### src/rtl/sdp_nrdma_lat_pkg.sv
// ---------------------------------------------------------------------------
// sdp_nrdma_lat_pkg
// Shared types and constants for the SDP NRDMA latency-FIFO credit controller.
//   - lat_state_e : operation sequencing states
//   - lat_req_t   : DMA read request carried through the output stage
//   - SDP_NRDMA_LAT_DEPTH : latency-FIFO depth (initial / maximum credit)
// ---------------------------------------------------------------------------
package sdp_nrdma_lat_pkg;

    localparam int SDP_NRDMA_LAT_DEPTH = 160;
    localparam int SDP_NRDMA_ADDR_W    = 64;
    localparam int SDP_NRDMA_SIZE_W    = 3;

    typedef enum logic [1:0] {
        IDLE  = 2'd0,
        RUN   = 2'd1,
        DRAIN = 2'd2,
        DONE  = 2'd3
    } lat_state_e;

    typedef struct packed {
        logic [SDP_NRDMA_ADDR_W-1:0] addr;
        logic [SDP_NRDMA_SIZE_W-1:0] size;
    } lat_req_t;

endpackage

### src/rtl/sdp_nrdma_req_pipe.sv
// ---------------------------------------------------------------------------
// sdp_nrdma_req_pipe
// Single valid/ready register stage carrying one request to the DMA port.
// Ports:
//   i_clk, i_rst : clock, asynchronous active-high reset
//   i_load       : load i_req into the stage (only issued when o_free=1)
//   i_req        : request to load
//   i_rdy        : downstream ready
//   o_vld, o_req : registered request valid / payload
//   o_free       : stage can take a new request this cycle
// ---------------------------------------------------------------------------
module sdp_nrdma_req_pipe
    import sdp_nrdma_lat_pkg::*;
(
    input  logic     i_clk,
    input  logic     i_rst,
    input  logic     i_load,
    input  lat_req_t i_req,
    input  logic     i_rdy,
    output logic     o_vld,
    output lat_req_t o_req,
    output logic     o_free
);

    logic     r_vld;
    lat_req_t r_req;

    // Payload only changes on a load, so it holds while vld & !rdy and
    // keeps the last value after the handshake completes.
    always_ff @(posedge i_clk or posedge i_rst) begin
        if (i_rst) begin
            r_vld <= 1'b0;
            r_req <= '0;
        end else if (i_load) begin
            r_vld <= 1'b1;
            r_req <= i_req;
        end else if (i_rdy) begin
            r_vld <= 1'b0;
        end
    end

    assign o_vld  = r_vld;
    assign o_req  = r_req;
    assign o_free = !r_vld || i_rdy;

endmodule

### src/rtl/sdp_nrdma_lat_credit_ctrl.sv
// ---------------------------------------------------------------------------
// sdp_nrdma_lat_credit_ctrl
// Credit-based read-request scheduler in front of the SDP NRDMA DMA port.
// A request is admitted only when free credits cover all size+1 response
// entries it will place in the egress latency FIFO; each FIFO pop returns
// one credit. One operation is sequenced IDLE -> RUN -> DRAIN -> DONE.
//
// Optional feature macro: SDP_NRDMA_LAT_CREDIT_CHK_EN
//   defined   : err_credit is a sticky flag for a pop at full credit (with no
//               same-cycle accept) or an op_load outside IDLE
//   undefined : err_credit is tied 0
//
// Ports:
//   nvdla_core_clk / nvdla_core_rst : clock / async active-high reset
//   op_load, cfg_req_total          : start pulse and request count
//   src_req_*                       : upstream request (valid/ready)
//   dma_req_*                       : registered request to DMA (valid/ready)
//   lat_rd_pop                      : one latency-FIFO entry consumed
//   credit_avail                    : current free credits
//   op_busy, op_done                : state != IDLE, completion pulse
//   err_credit                      : sticky credit-accounting error
// ---------------------------------------------------------------------------
module sdp_nrdma_lat_credit_ctrl
    import sdp_nrdma_lat_pkg::*;
#(
    parameter int LAT_DEPTH = SDP_NRDMA_LAT_DEPTH,
    parameter int CRD_W     = 8,
    parameter int SIZE_W    = SDP_NRDMA_SIZE_W,
    parameter int ADDR_W    = SDP_NRDMA_ADDR_W,
    parameter int REQ_CNT_W = 16
) (
    input  logic                 nvdla_core_clk,
    input  logic                 nvdla_core_rst,
    input  logic                 op_load,
    input  logic [REQ_CNT_W-1:0] cfg_req_total,
    input  logic                 src_req_vld,
    output logic                 src_req_rdy,
    input  logic [ADDR_W-1:0]    src_req_addr,
    input  logic [SIZE_W-1:0]    src_req_size,
    output logic                 dma_req_vld,
    input  logic                 dma_req_rdy,
    output logic [ADDR_W-1:0]    dma_req_addr,
    output logic [SIZE_W-1:0]    dma_req_size,
    input  logic                 lat_rd_pop,
    output logic [CRD_W-1:0]     credit_avail,
    output logic                 op_busy,
    output logic                 op_done,
    output logic                 err_credit
);

    localparam logic [CRD_W-1:0] CRD_FULL   = CRD_W'(LAT_DEPTH);
    localparam logic [CRD_W:0]   CRD_FULL_X = (CRD_W+1)'(LAT_DEPTH);

    lat_state_e             r_state;
    lat_state_e             w_state_nxt;
    logic [CRD_W-1:0]       r_credit;
    logic [REQ_CNT_W-1:0]   r_cnt;
    logic [REQ_CNT_W-1:0]   r_total;

    logic [CRD_W-1:0]       w_need;
    logic                   w_accept;
    logic                   w_pipe_free;
    logic                   w_dma_vld;
    lat_req_t               w_src_req;
    lat_req_t               w_dma_req;
    logic [REQ_CNT_W-1:0]   w_cnt_inc;
    logic [CRD_W:0]         w_credit_sum;
    logic [CRD_W-1:0]       w_credit_nxt;
    logic                   w_load_ok;

    // need ranges 1..2^SIZE_W, never zero.
    assign w_need      = {{(CRD_W-SIZE_W){1'b0}}, src_req_size} + CRD_W'(1);
    assign src_req_rdy = (r_state == RUN) && (r_credit >= w_need) && w_pipe_free;
    assign w_accept    = src_req_vld && src_req_rdy;
    assign w_cnt_inc   = r_cnt + REQ_CNT_W'(1);
    assign w_load_ok   = (r_state == IDLE) && op_load;

    assign w_src_req.addr = src_req_addr;
    assign w_src_req.size = src_req_size;

    sdp_nrdma_req_pipe u_req_pipe (
        .i_clk  (nvdla_core_clk),
        .i_rst  (nvdla_core_rst),
        .i_load (w_accept),
        .i_req  (w_src_req),
        .i_rdy  (dma_req_rdy),
        .o_vld  (w_dma_vld),
        .o_req  (w_dma_req),
        .o_free (w_pipe_free)
    );

    assign dma_req_vld  = w_dma_vld;
    assign dma_req_addr = w_dma_req.addr;
    assign dma_req_size = w_dma_req.size;

    // Debit and return apply in the same cycle. The admission check keeps
    // the difference non-negative; one extra bit absorbs a return at full
    // credit, which then saturates back to LAT_DEPTH.
    assign w_credit_sum = {1'b0, r_credit} - {1'b0, (w_accept ? w_need : '0)}
                        + {{CRD_W{1'b0}}, lat_rd_pop};
    assign w_credit_nxt = (w_credit_sum > CRD_FULL_X) ? CRD_FULL : w_credit_sum[CRD_W-1:0];

    always_ff @(posedge nvdla_core_clk or posedge nvdla_core_rst) begin
        if (nvdla_core_rst) begin
            r_state  <= IDLE;
            r_credit <= CRD_FULL;
            r_cnt    <= '0;
            r_total  <= '0;
        end else begin
            r_state  <= w_state_nxt;
            r_credit <= w_credit_nxt;
            if (w_load_ok) begin
                r_cnt   <= '0;
                r_total <= cfg_req_total;
            end else if (w_accept) begin
                r_cnt   <= w_cnt_inc;
            end
        end
    end

    // RUN leaves on the accept that makes the count reach the total, so no
    // request beyond the total can be admitted.
    always_comb begin
        w_state_nxt = r_state;
        case (r_state)
            IDLE: begin
                if (op_load) begin
                    w_state_nxt = (cfg_req_total != '0) ? RUN : DRAIN;
                end
            end
            RUN: begin
                if (w_accept && (w_cnt_inc == r_total)) begin
                    w_state_nxt = DRAIN;
                end
            end
            DRAIN: begin
                if ((r_credit == CRD_FULL) && !w_dma_vld) begin
                    w_state_nxt = DONE;
                end
            end
            DONE:    w_state_nxt = IDLE;
            default: w_state_nxt = IDLE;
        endcase
    end

    assign credit_avail = r_credit;
    assign op_busy      = (r_state != IDLE);
    assign op_done      = (r_state == DONE);

`ifdef SDP_NRDMA_LAT_CREDIT_CHK_EN
    logic r_err;

    always_ff @(posedge nvdla_core_clk or posedge nvdla_core_rst) begin
        if (nvdla_core_rst) begin
            r_err <= 1'b0;
        end else if ((lat_rd_pop && (r_credit == CRD_FULL) && !w_accept) ||
                     (op_load && (r_state != IDLE))) begin
            r_err <= 1'b1;
        end
    end

    assign err_credit = r_err;
`else
    assign err_credit = 1'b0;
`endif

endmodule

### config.mk
export PLATFORM = sky130hd
export DESIGN_NAME = sdp_nrdma_lat_credit_ctrl
export DESIGN_NICKNAME = d
export VERILOG_FILES = /design/src/rtl/sdp_nrdma_lat_pkg.sv /design/src/rtl/sdp_nrdma_req_pipe.sv /design/src/rtl/sdp_nrdma_lat_credit_ctrl.sv
export SDC_FILE = /design/constraint.sdc
export NUM_CORES = 1
export LEC_CHECK = 0
export ABC_AREA = 1
export BUFFER_PORTS_ARGS = -buffer_cell sky130_fd_sc_hd__buf_4
export CORE_UTILIZATION = 50
export CTS_CLUSTER_DIAMETER = 100
export CTS_CLUSTER_SIZE = 16
export DETAILED_ROUTE_END_ITERATION = 10
export PLACE_DENSITY_LB_ADDON = 0.12
export SLEW_MARGIN = 0
export SYNTH_ARGS = -nofsm -noshare
export SYNTH_HDL_FRONTEND = slang
export SYNTH_SLANG_ARGS = --single-unit
### constraint.sdc
create_clock -name nvdla_core_clk -period 7.3 [get_ports nvdla_core_clk]
set_input_delay 1.46 -clock nvdla_core_clk [delete_from_list [all_inputs] [get_ports nvdla_core_clk]]
set_output_delay 1.46 -clock nvdla_core_clk [all_outputs]
set_load 0.02 [all_outputs]
==> results of run 1 <==
power groups by stage:
stage          logic, mW  registers [mW]  clock network [mW]
2_1_floorplan      0.679            1.22                   0
3_3_place_gp        1.38            1.01                   0
3_5_place_dp        1.42            1.02                   0
4_1_cts             1.42            1.01               0.430
5_1_grt             1.57            1.04               0.456
6_report            1.41            1.01               0.419
layout make-up:
class                      instances  area (um^2)
clock buffer                      10          138
inverter                          69          263
timing repair buffer             171         1280
sequential                       110         2760
multi-input combinational        513         2510
tap                              140          175
clock inverter                     6         90.1
fill                             943         3680
cells by family (layout without fill, tap and decap cells):
logic type / after synthesis / in the layout / synth area share
other: 1 / 1 / 0.000668
flip-flops: 110 / 110 / 0.491
AO/OA/AOI/OAI: 45 / 45 / 0.0443
multiplexers: 1 / 1 / 0.00201
AND/OR/NAND/NOR: 429 / 429 / 0.320
buffers and inverters: 90 / 256 / 0.0644
XOR/XNOR: 8 / 8 / 0.0125
adder cells (fa/ha/maj): 29 / 29 / 0.0660
flip-flops by register name, summed over array words and instances, names as in the netlist:
name              flops
r_total              16
r_cnt                16
u_req_pipe.o_vld      1
u_req_pipe.o_req     67
r_state               2
credit_avail          8
layout by cell type (no fill, tap or decap), types with 2 or more instances in the layout:
| cell type | n |
|---|---|
| nand2_1 | 318 |
| buf_4 | 171 |
| dfrtp_1 | 108 |
| inv_1 | 66 |
| nand3_1 | 39 |
| nor2_1 | 29 |
| ha_1 | 28 |
| o21ai_0 | 15 |
| nand4_1 | 14 |
| o22ai_1 | 13 |
| a21oi_1 | 11 |
| clkbuf_8 | 10 |
| nand3b_1 | 7 |
| xor2_1 | 5 |
| nand2_2 | 4 |
| nor2_2 | 4 |
| nor2_4 | 3 |
| xnor2_1 | 3 |
| o21ai_1 | 3 |
| or2_2 | 3 |
| nor4_1 | 3 |
| nand3_2 | 2 |
| clkinv_2 | 2 |
| nor3_1 | 2 |
| inv_6 | 2 |
| bufinv_16 | 2 |
| dfstp_2 | 2 |
per-stage QoR:
stage          instances  hold WS (ps)
6_report            1019           480
5_1_grt             1019           509
4_1_cts             1019           485
3_5_place_dp        1003           459
3_3_place_gp        1003           455
2_1_floorplan        713           455
worst register-to-register path, stage by stage (launching register included):
cell     delay, ps
dfrtp_1        460
ha_1           330
a21oi_1         60
o21ai_0        150
nand3_1         90
nand4_1         80
nand2_1        100
nor2_4         160
buf_4          590
nand3_1        200
ha_1           320
ha_1           350
a21oi_1        140
nand2_1         90
nand2_1         60
nand2_1         40
nand2_1         50
nand2_1         70
nand3_1         70
nand2_1         70
xor2_1         180
o21ai_0        450
nor2_1          90
metal layers:
layer  wire (um)  share of wire  GRT usage
met1        5660           0.40      0.300
met2        7160           0.51      0.414
met3         809          0.058     0.0729
met4         395          0.028      0.102
met5           0              0          0
path summary, 6_finish.rpt:
kind / startpoint / to / slack [ps]
setup / recovery: src_req_size[0] / credit_avail[1] / 1890
hold reg to reg: u_req_pipe.o_req[18] / u_req_pipe.o_req[18] / 480
max in group asynchronous: nvdla_core_rst / u_req_pipe.o_req[61] / 4960
min in group asynchronous: nvdla_core_rst / r_cnt[11] / 1140
hold / removal: u_req_pipe.o_req[18] / u_req_pipe.o_req[18] / 480
setup reg to reg: credit_avail[1] / credit_avail[1] / 2970
==> flow_metrics.env, run 1 <==
export IMPL_outcome="complete, no violations"
export IMPL_postRouteAntennaNets=0
export IMPL_dp_hpwl_mm=10.3
export IMPL_detail_route_vias_per_cell=5.05
export IMPL_synth_flop_cell="dfrtp_1"
export IMPL_finalCritPeriodShare=0.742
export IMPL_grt_max_degree=73
export IMPL_port_buffers=167
export IMPL_design_area_um2=7210
export IMPL_htreeDepth=3
export IMPL_die_y_um=108
export IMPL_ys_seq_area_frac=0.491
export IMPL_crit_cells=26
export IMPL_synth_top_area_frac=0.481
export IMPL_die_w_um=108
export IMPL_synth_edff_count=0
export IMPL_placed_cell_area_um2=6980
export IMPL_insertion_delay_ps=390
export IMPL_clockBufferDepth=2
export IMPL_io_pins=169
export IMPL_cpMostUsedCell="nand2_1"
export IMPL_postCtsSetupBuffers=0
export IMPL_clk_pin_slew_ps=100
export IMPL_yosysWarnings=0
export IMPL_power_switching_mw=1.22
export IMPL_synth_area_leader_cell="dfrtp_1"
export IMPL_coreArea_um2=10900
export IMPL_power_total_mw=2.84
export IMPL_synth_area_leaders="dfrtp_1, nand2_1, ha_1"
export IMPL_root_buffer="clkbuf_8"
export IMPL_dieArea_um2=11700
export IMPL_drtIter0Drc=316
export IMPL_maxSlewViolCount=0
export IMPL_async_flop_share=1.00
export IMPL_worst_slew_pin_transition_ps=790
export IMPL_drive_gt1_frac=0.239
export IMPL_dr_pass1_iters=5
export IMPL_grt_ovfl_total=0
export IMPL_cpPeakStageDelay_ps=590
export IMPL_track_usage=0.248
export IMPL_cpMaxStageDelayCell="buf_4"
export IMPL_postSynthNetCount=831
export IMPL_finish_utilization=0.662
export IMPL_p_int_mw=1.62
export IMPL_crit_path_start_kind="primary input"
export IMPL_final_nets=992
export IMPL_maxCapViolations=0
export IMPL_num_rows=38
export IMPL_wl_per_cell_um=13.8
export IMPL_path_buf_inv=2
export IMPL_pwr_share_clk=0.148
export IMPL_switching_share=0.430
export IMPL_clock_sinks=110
export IMPL_pre_cts_ws_ps=1490
export IMPL_finalCriticalPeriod_ps=5410
export IMPL_p_per_area_nw_per_um2=394
export IMPL_skew_ps=13.6
export IMPL_hold_viol=0
export IMPL_worst_slack_ps=1890
export IMPL_rsz0062_at_grt="false"
export IMPL_grt_pass1_wl_mm=22.4
export IMPL_ys_types=35
export IMPL_setup_viol=0
export IMPL_hold_buffers=0
export IMPL_numCtsBuffers=9
export IMPL_worst_ep_required_time_ps=7560
export IMPL_cts_tree="yes"
export IMPL_synthTopCellsByCount="nand2_1, dfrtp_1, inv_1, nand3_1, nor2_1"
export IMPL_num_vias=5142
export IMPL_yosysMostFrequentCell="nand2_1"
export IMPL_ir_worst_vdd_v=0.000254
export IMPL_path_class="primary input to flip-flop"
export IMPL_ys_ff_latch=110
export IMPL_worstRegToRegCells=22
export IMPL_totalWireLength_mm=14.0
export IMPL_cp_end_kind="flip-flop"
export IMPL_max_slew_margin=0.473
export IMPL_postSynthCellCount=713
export IMPL_p_seq_frac=0.357
export IMPL_avgSynthCellArea_um2=7.88
export IMPL_critical_path_arrival_ps=5670
export IMPL_max_freq_mhz=185
export IMPL_grt_pass1_vias=4908
export IMPL_min_path_type="flip-flop to flip-flop"
export IMPL_gp_congestion=0.844
export IMPL_pwr_share_comb=0.495
export IMPL_route_detailed_drc=0
export IMPL_leakage_nw=3.96
export IMPL_antenna_found_initial=0
export IMPL_critPathMaxFanout=69
export IMPL_critPathTopFamily="simple AND/OR/NAND/NOR gates"
export IMPL_areaGrowthSynthToFinish_pct=28.4
export IMPL_fin_setup_tns_ps=0
export IMPL_netlist_area_um2=5620
export IMPL_cts_resized_gates=0
export IMPL_antenna_cells=0
export IMPL_min_path_cells=2
export IMPL_start_util=0.516
(Power assumes the default switching activity.)
==> inputs of run 2 (changes only) <==
Clock period 7.3 ns to 5 ns, I/O delays scaled along.
==> run 2 against run 1 <==
  * Global-route usage shrank 0.20 points
  * Flip-flop and latch count stayed put
  * Critical endpoint is now credit_avail[0]
  * Routed wire length decreased by 0.95%
  * Hold slack improved by 3.3 ps
  * Via count fell by 0.37%
==> flow_metrics.env, run 2 (synthesis gave the netlist of run 1 again) <==
export IMPL_max_freq_mhz=220
export IMPL_rrSetupSlack_ps=1040
export IMPL_antenna_found_initial=0
export IMPL_io_pins=169
export IMPL_leakage_nw=3.95
export IMPL_cts_resized_gates=0
export IMPL_detail_route_vias_per_cell=5.03
export IMPL_hold_start="u_req_pipe.o_req[25]"
export IMPL_track_usage=0.246
export IMPL_finalCritPeriodShare=0.910
export IMPL_grt_pass1_wl_mm=22.3
export IMPL_maxCapViolations=0
export IMPL_hold_path_endpoint="u_req_pipe.o_req[25]"
export IMPL_clk_pin_slew_ps=110
export IMPL_max_slew_margin=0.362
export IMPL_totalWireLength_mm=13.9
export IMPL_setup_viol=0
export IMPL_finalCriticalPeriod_ps=4550
export IMPL_final_common_cell="nand2_1"
export IMPL_cp_end_kind="flip-flop"
export IMPL_crit_path_start_kind="primary input"
export IMPL_insertion_delay_ps=390
export IMPL_coreArea_um2=10900
export IMPL_postRouteAntennaNets=0
export IMPL_cpMaxStageDelayCell="o21ai_0"
export IMPL_cts_tree="yes"
export IMPL_p_per_area_nw_per_um2=572
export IMPL_path_class="primary input to flip-flop"
export IMPL_maxSlewViolCount=0
export IMPL_min_path_type="flip-flop to flip-flop"
export IMPL_areaGrowthSynthToFinish_pct=28.2
export IMPL_dr_pass1_iters=5
export IMPL_worst_ep_required_time_ps=5260
export IMPL_dieArea_um2=11700
export IMPL_hold_buffers=0
export IMPL_start_util=0.516
export IMPL_critPathMaxFanout=6
export IMPL_antenna_cells=0
export IMPL_num_rows=38
export IMPL_postCtsSetupBuffers=0
export IMPL_grt_ovfl_total=0
export IMPL_grt_max_degree=81
export IMPL_route_detailed_drc=0
export IMPL_num_vias=5123
export IMPL_final_nets=992
export IMPL_min_path_cells=2
export IMPL_power_total_mw=4.12
export IMPL_worstReg2RegEnd="credit_avail[0]"
export IMPL_largest_reg_flops=67
export IMPL_port_buffers=167
export IMPL_drive_gt1_frac=0.239
export IMPL_path_buf_inv=6
export IMPL_gp_congestion=0.864
export IMPL_cpPeakStageDelay_ps=440
export IMPL_numCtsBuffers=9
export IMPL_dp_hpwl_mm=10.1
export IMPL_outcome="complete, no violations"
export IMPL_die_w_um=108
export IMPL_final_cell_mix="nand2_1, buf_4, dfrtp_1"
export IMPL_root_buffer="clkbuf_8"
export IMPL_drtIter0Drc=233
export IMPL_ir_worst_vdd_v=0.000374
export IMPL_die_y_um=108
export IMPL_worst_slew_pin_transition_ps=956
export IMPL_r2r_start="credit_avail[3]"
export IMPL_htreeDepth=3
export IMPL_worstRegToRegCells=26
export IMPL_hold_viol=0
export IMPL_critPathTopFamily="simple AND/OR/NAND/NOR gates"
export IMPL_clockBufferDepth=2
export IMPL_grt_pass1_vias=4939
export IMPL_clock_sinks=110
export IMPL_critical_path_arrival_ps=4810
export IMPL_skew_ps=5.79
export IMPL_wl_per_cell_um=13.6
export IMPL_fin_setup_tns_ps=0
export IMPL_cpMostUsedCell="nand2_1"
export IMPL_rsz0062_at_grt="false"
==> run 2: cell count changes in the layout (fill, tap and decap cells not counted) <==
cell / change
clkbuf_8: +1
clkinv_4: +1
clkinv_2: -1
bufinv_16: -1
==> run 2: tightest hold or removal path, delay by kind of cell, from the launching register on <==
family | cells | cell delay (ps)
simple gates | 2 | 90
flops | 1 | 360
==> run 2: cell type report <==
cell class	count	area (um^2)
Sequential cell	110	2760
Fill cell	958	3690
Inverter	69	263
Clock inverter	5	63.8
Clock buffer	11	151
Timing Repair Buffer	171	1280
Multi-Input combinational cell	513	2510
Tap cell	140	175
==> run 2: worst max-delay path by stage <==
| stage | from | endpoint | cells past startpoint |
|---|---|---|---|
| 3_5_place_dp | src_req_size[0] | credit_avail[0] | 30 |
| 5_1_grt | src_req_size[0] | credit_avail[3] | 30 |
| 4_1_cts | src_req_size[0] | credit_avail[0] | 30 |
| 6_report | src_req_size[0] | credit_avail[0] | 30 |
| 2_1_floorplan | src_req_size[0] | credit_avail[0] | 30 |
| 3_3_place_gp | src_req_size[0] | credit_avail[2] | 30 |
==> run 2: power breakdown <==
group	internal (mW)	leakage, nW	switching [mW]	total, mW
registers	1.25	1.39	0.224	1.47
clock network	0.264	0.107	0.313	0.576
logic	0.817	2.45	1.25	2.07
total	2.33	3.95	1.79	4.12
==> run 2: through the flow <==
step	util	cell area [um^2]	hold slack (ps)	instances	worst slack, ps
floorplan	-	5620	455	713	334
global placement	0.641	6980	455	1003	278
detailed placement	0.641	6980	459	1003	47.1
CTS	0.661	7200	486	1019	458
global route	0.661	7200	507	1019	51.5
finish	0.661	7200	483	1019	449
==> run 2: layer usage <==
metal,global-route usage,vias up,share of wire
met1,0.292,2394,0.41
met5,0,-,0
met3,0.0772,26,0.063
met4,0.0920,0,0.024
met2,0.418,148,0.51
li1,-,2555,-
==> inputs of run 3 (changes only) <==
Settings changed: CORE_UTILIZATION 50 to 52.
==> run 3 against run 2 <==
  * Clock-buffer cell count shrank 2
  * Design area shrank 0.33%
  * Sequential power is essentially flat
  * Flip-flop and latch count is the same
  * Power shrank 0.29%
  * Combinational power is essentially flat
  * Critical path type unchanged
  * Largest cell class unchanged
==> flow_metrics.env, run 3 (synthesis gave the netlist of run 1 again) <==
export IMPL_hold_buffers=0
export IMPL_clockBufferDepth=2
export IMPL_cts_tree="yes"
export IMPL_placed_cell_area_um2=6970
export IMPL_detail_route_vias_per_cell=5.08
export IMPL_dp_hpwl_mm=10.3
export IMPL_crit_path_start_kind="primary input"
export IMPL_die_y_um=106
export IMPL_rsz0062_at_grt="false"
export IMPL_power_total_mw=4.11
export IMPL_maxCapViolations=0
export IMPL_drive_gt1_frac=0.238
export IMPL_dieArea_um2=11200
export IMPL_numCtsBuffers=9
export IMPL_grt_pass1_wl_mm=22.6
export IMPL_wl_met2_mm=7.17
export IMPL_critPathMaxFanout=5
export IMPL_path_class="primary input to flip-flop"
export IMPL_drtIter0Drc=258
export IMPL_num_vias=5153
export IMPL_hold_viol=0
export IMPL_start_util=0.539
export IMPL_worst_slew_pin_transition_ps=976
export IMPL_wl_met3_um=755
export IMPL_dr_pass1_iters=5
export IMPL_cts_resized_gates=0
export IMPL_antenna_found_initial=0
export IMPL_cpMaxStageDelayCell="fa_1"
export IMPL_track_usage=0.253
export IMPL_finalCriticalPeriod_ps=4600
export IMPL_cpPeakStageDelay_ps=400
export IMPL_critical_path_arrival_ps=4840
export IMPL_design_area_um2=7170
export IMPL_final_cell_mix="nand2_1, buf_4, dfrtp_1"
export IMPL_num_rows=37
export IMPL_final_nets=991
export IMPL_totalWireLength_mm=13.9
export IMPL_max_slew_margin=0.348
export IMPL_final_common_cell="nand2_1"
export IMPL_port_buffers=167
export IMPL_insertion_delay_ps=370
export IMPL_max_freq_mhz=217
export IMPL_fillerInstances=858
export IMPL_path_buf_inv=6
export IMPL_setup_viol=0
export IMPL_antenna_cells=0
export IMPL_die_w_um=106
export IMPL_clock_sinks=110
export IMPL_dpl_cell_count=998
export IMPL_coreArea_um2=10400
export IMPL_postRouteAntennaNets=0
export IMPL_worst_slack_ps=402
export IMPL_finalCritPeriodShare=0.920
export IMPL_root_buffer="clkbuf_8"
export IMPL_cpMostUsedCell="nand2_1"
export IMPL_io_pins=169
export IMPL_postCtsSetupBuffers=0
export IMPL_outcome="complete, no violations"
export IMPL_largest_reg_flops=67
export IMPL_critPathTopFamily="simple AND/OR/NAND/NOR gates"
export IMPL_grt_max_degree=78
export IMPL_pre_cts_ws_ps=76.1
export IMPL_maxSlewViolCount=0
export IMPL_leakage_nw=3.94
export IMPL_skew_ps=9.19
export IMPL_route_detailed_drc=0
export IMPL_clk_pin_slew_ps=100
export IMPL_htreeDepth=3
export IMPL_ir_worst_vdd_v=0.000453
export IMPL_worst_ep_required_time_ps=5240
export IMPL_areaGrowthSynthToFinish_pct=27.8
export IMPL_maxUsedRoutingLayer="met4"
export IMPL_fin_setup_tns_ps=0
export IMPL_min_path_type="flip-flop to flip-flop"
export IMPL_finish_utilization=0.689
export IMPL_wl_per_cell_um=13.7
export IMPL_grt_ovfl_total=0
export IMPL_instances_no_fill=1014
export IMPL_cp_end_kind="flip-flop"
export IMPL_timing_hold_ws_ps=479
export IMPL_wirelength_met1_mm=5.67
export IMPL_gp_congestion=0.936
export IMPL_p_per_area_nw_per_um2=572
export IMPL_grt_pass1_vias=4904
## run 3: cell count changes in the layout (fill, tap and decap cells not counted)
cell	delta
buf_4	-1
clkbuf_8	-2
inv_8	+1
clkinv_2	+1
## run 3: area by class of cell
cell class,instances,area (um^2),share of cell area
flip-flops and latches,110,2760,0.384
inverters,69,263,0.0366
clock buffers,9,124,0.0173
well taps,136,170,0.0237
clock inverters,7,80.1,0.0112
multi-input cells,513,2510,0.349
repair buffers,170,1280,0.178
## run 3: power breakdown
part | switching (mW) | leakage (nW) | internal (mW)
clock | 0.317 | 0.102 | 0.239
combinational | 1.26 | 2.44 | 0.816
sequential | 0.228 | 1.39 | 1.25
## run 3: routing by layer
layer,track usage,vias up
met5,0,-
met4,0.0804,0
met3,0.0454,23
met2,0.449,149
met1,0.314,2422
li1,-,2559
## run 3: worst paths after layout
check                                startpoint                   end  slack, ps  cells after the start
max reg2reg                     credit_avail[3]       credit_avail[2]       1020                     26
min in group asynchronous        nvdla_core_rst  u_req_pipe.o_req[33]        830                      2
min                        u_req_pipe.o_req[57]  u_req_pipe.o_req[57]        480                      2
max                             src_req_size[0]       credit_avail[2]        400                     30
max in group asynchronous        nvdla_core_rst  u_req_pipe.o_req[27]       3170                      3
min reg2reg                u_req_pipe.o_req[57]  u_req_pipe.o_req[57]        480                      2
## run 3: worst min-delay path: stages, from the launching register on
cell and delay, ps:
dfrtp_1 350, nand2_1 50, nand2_1 50
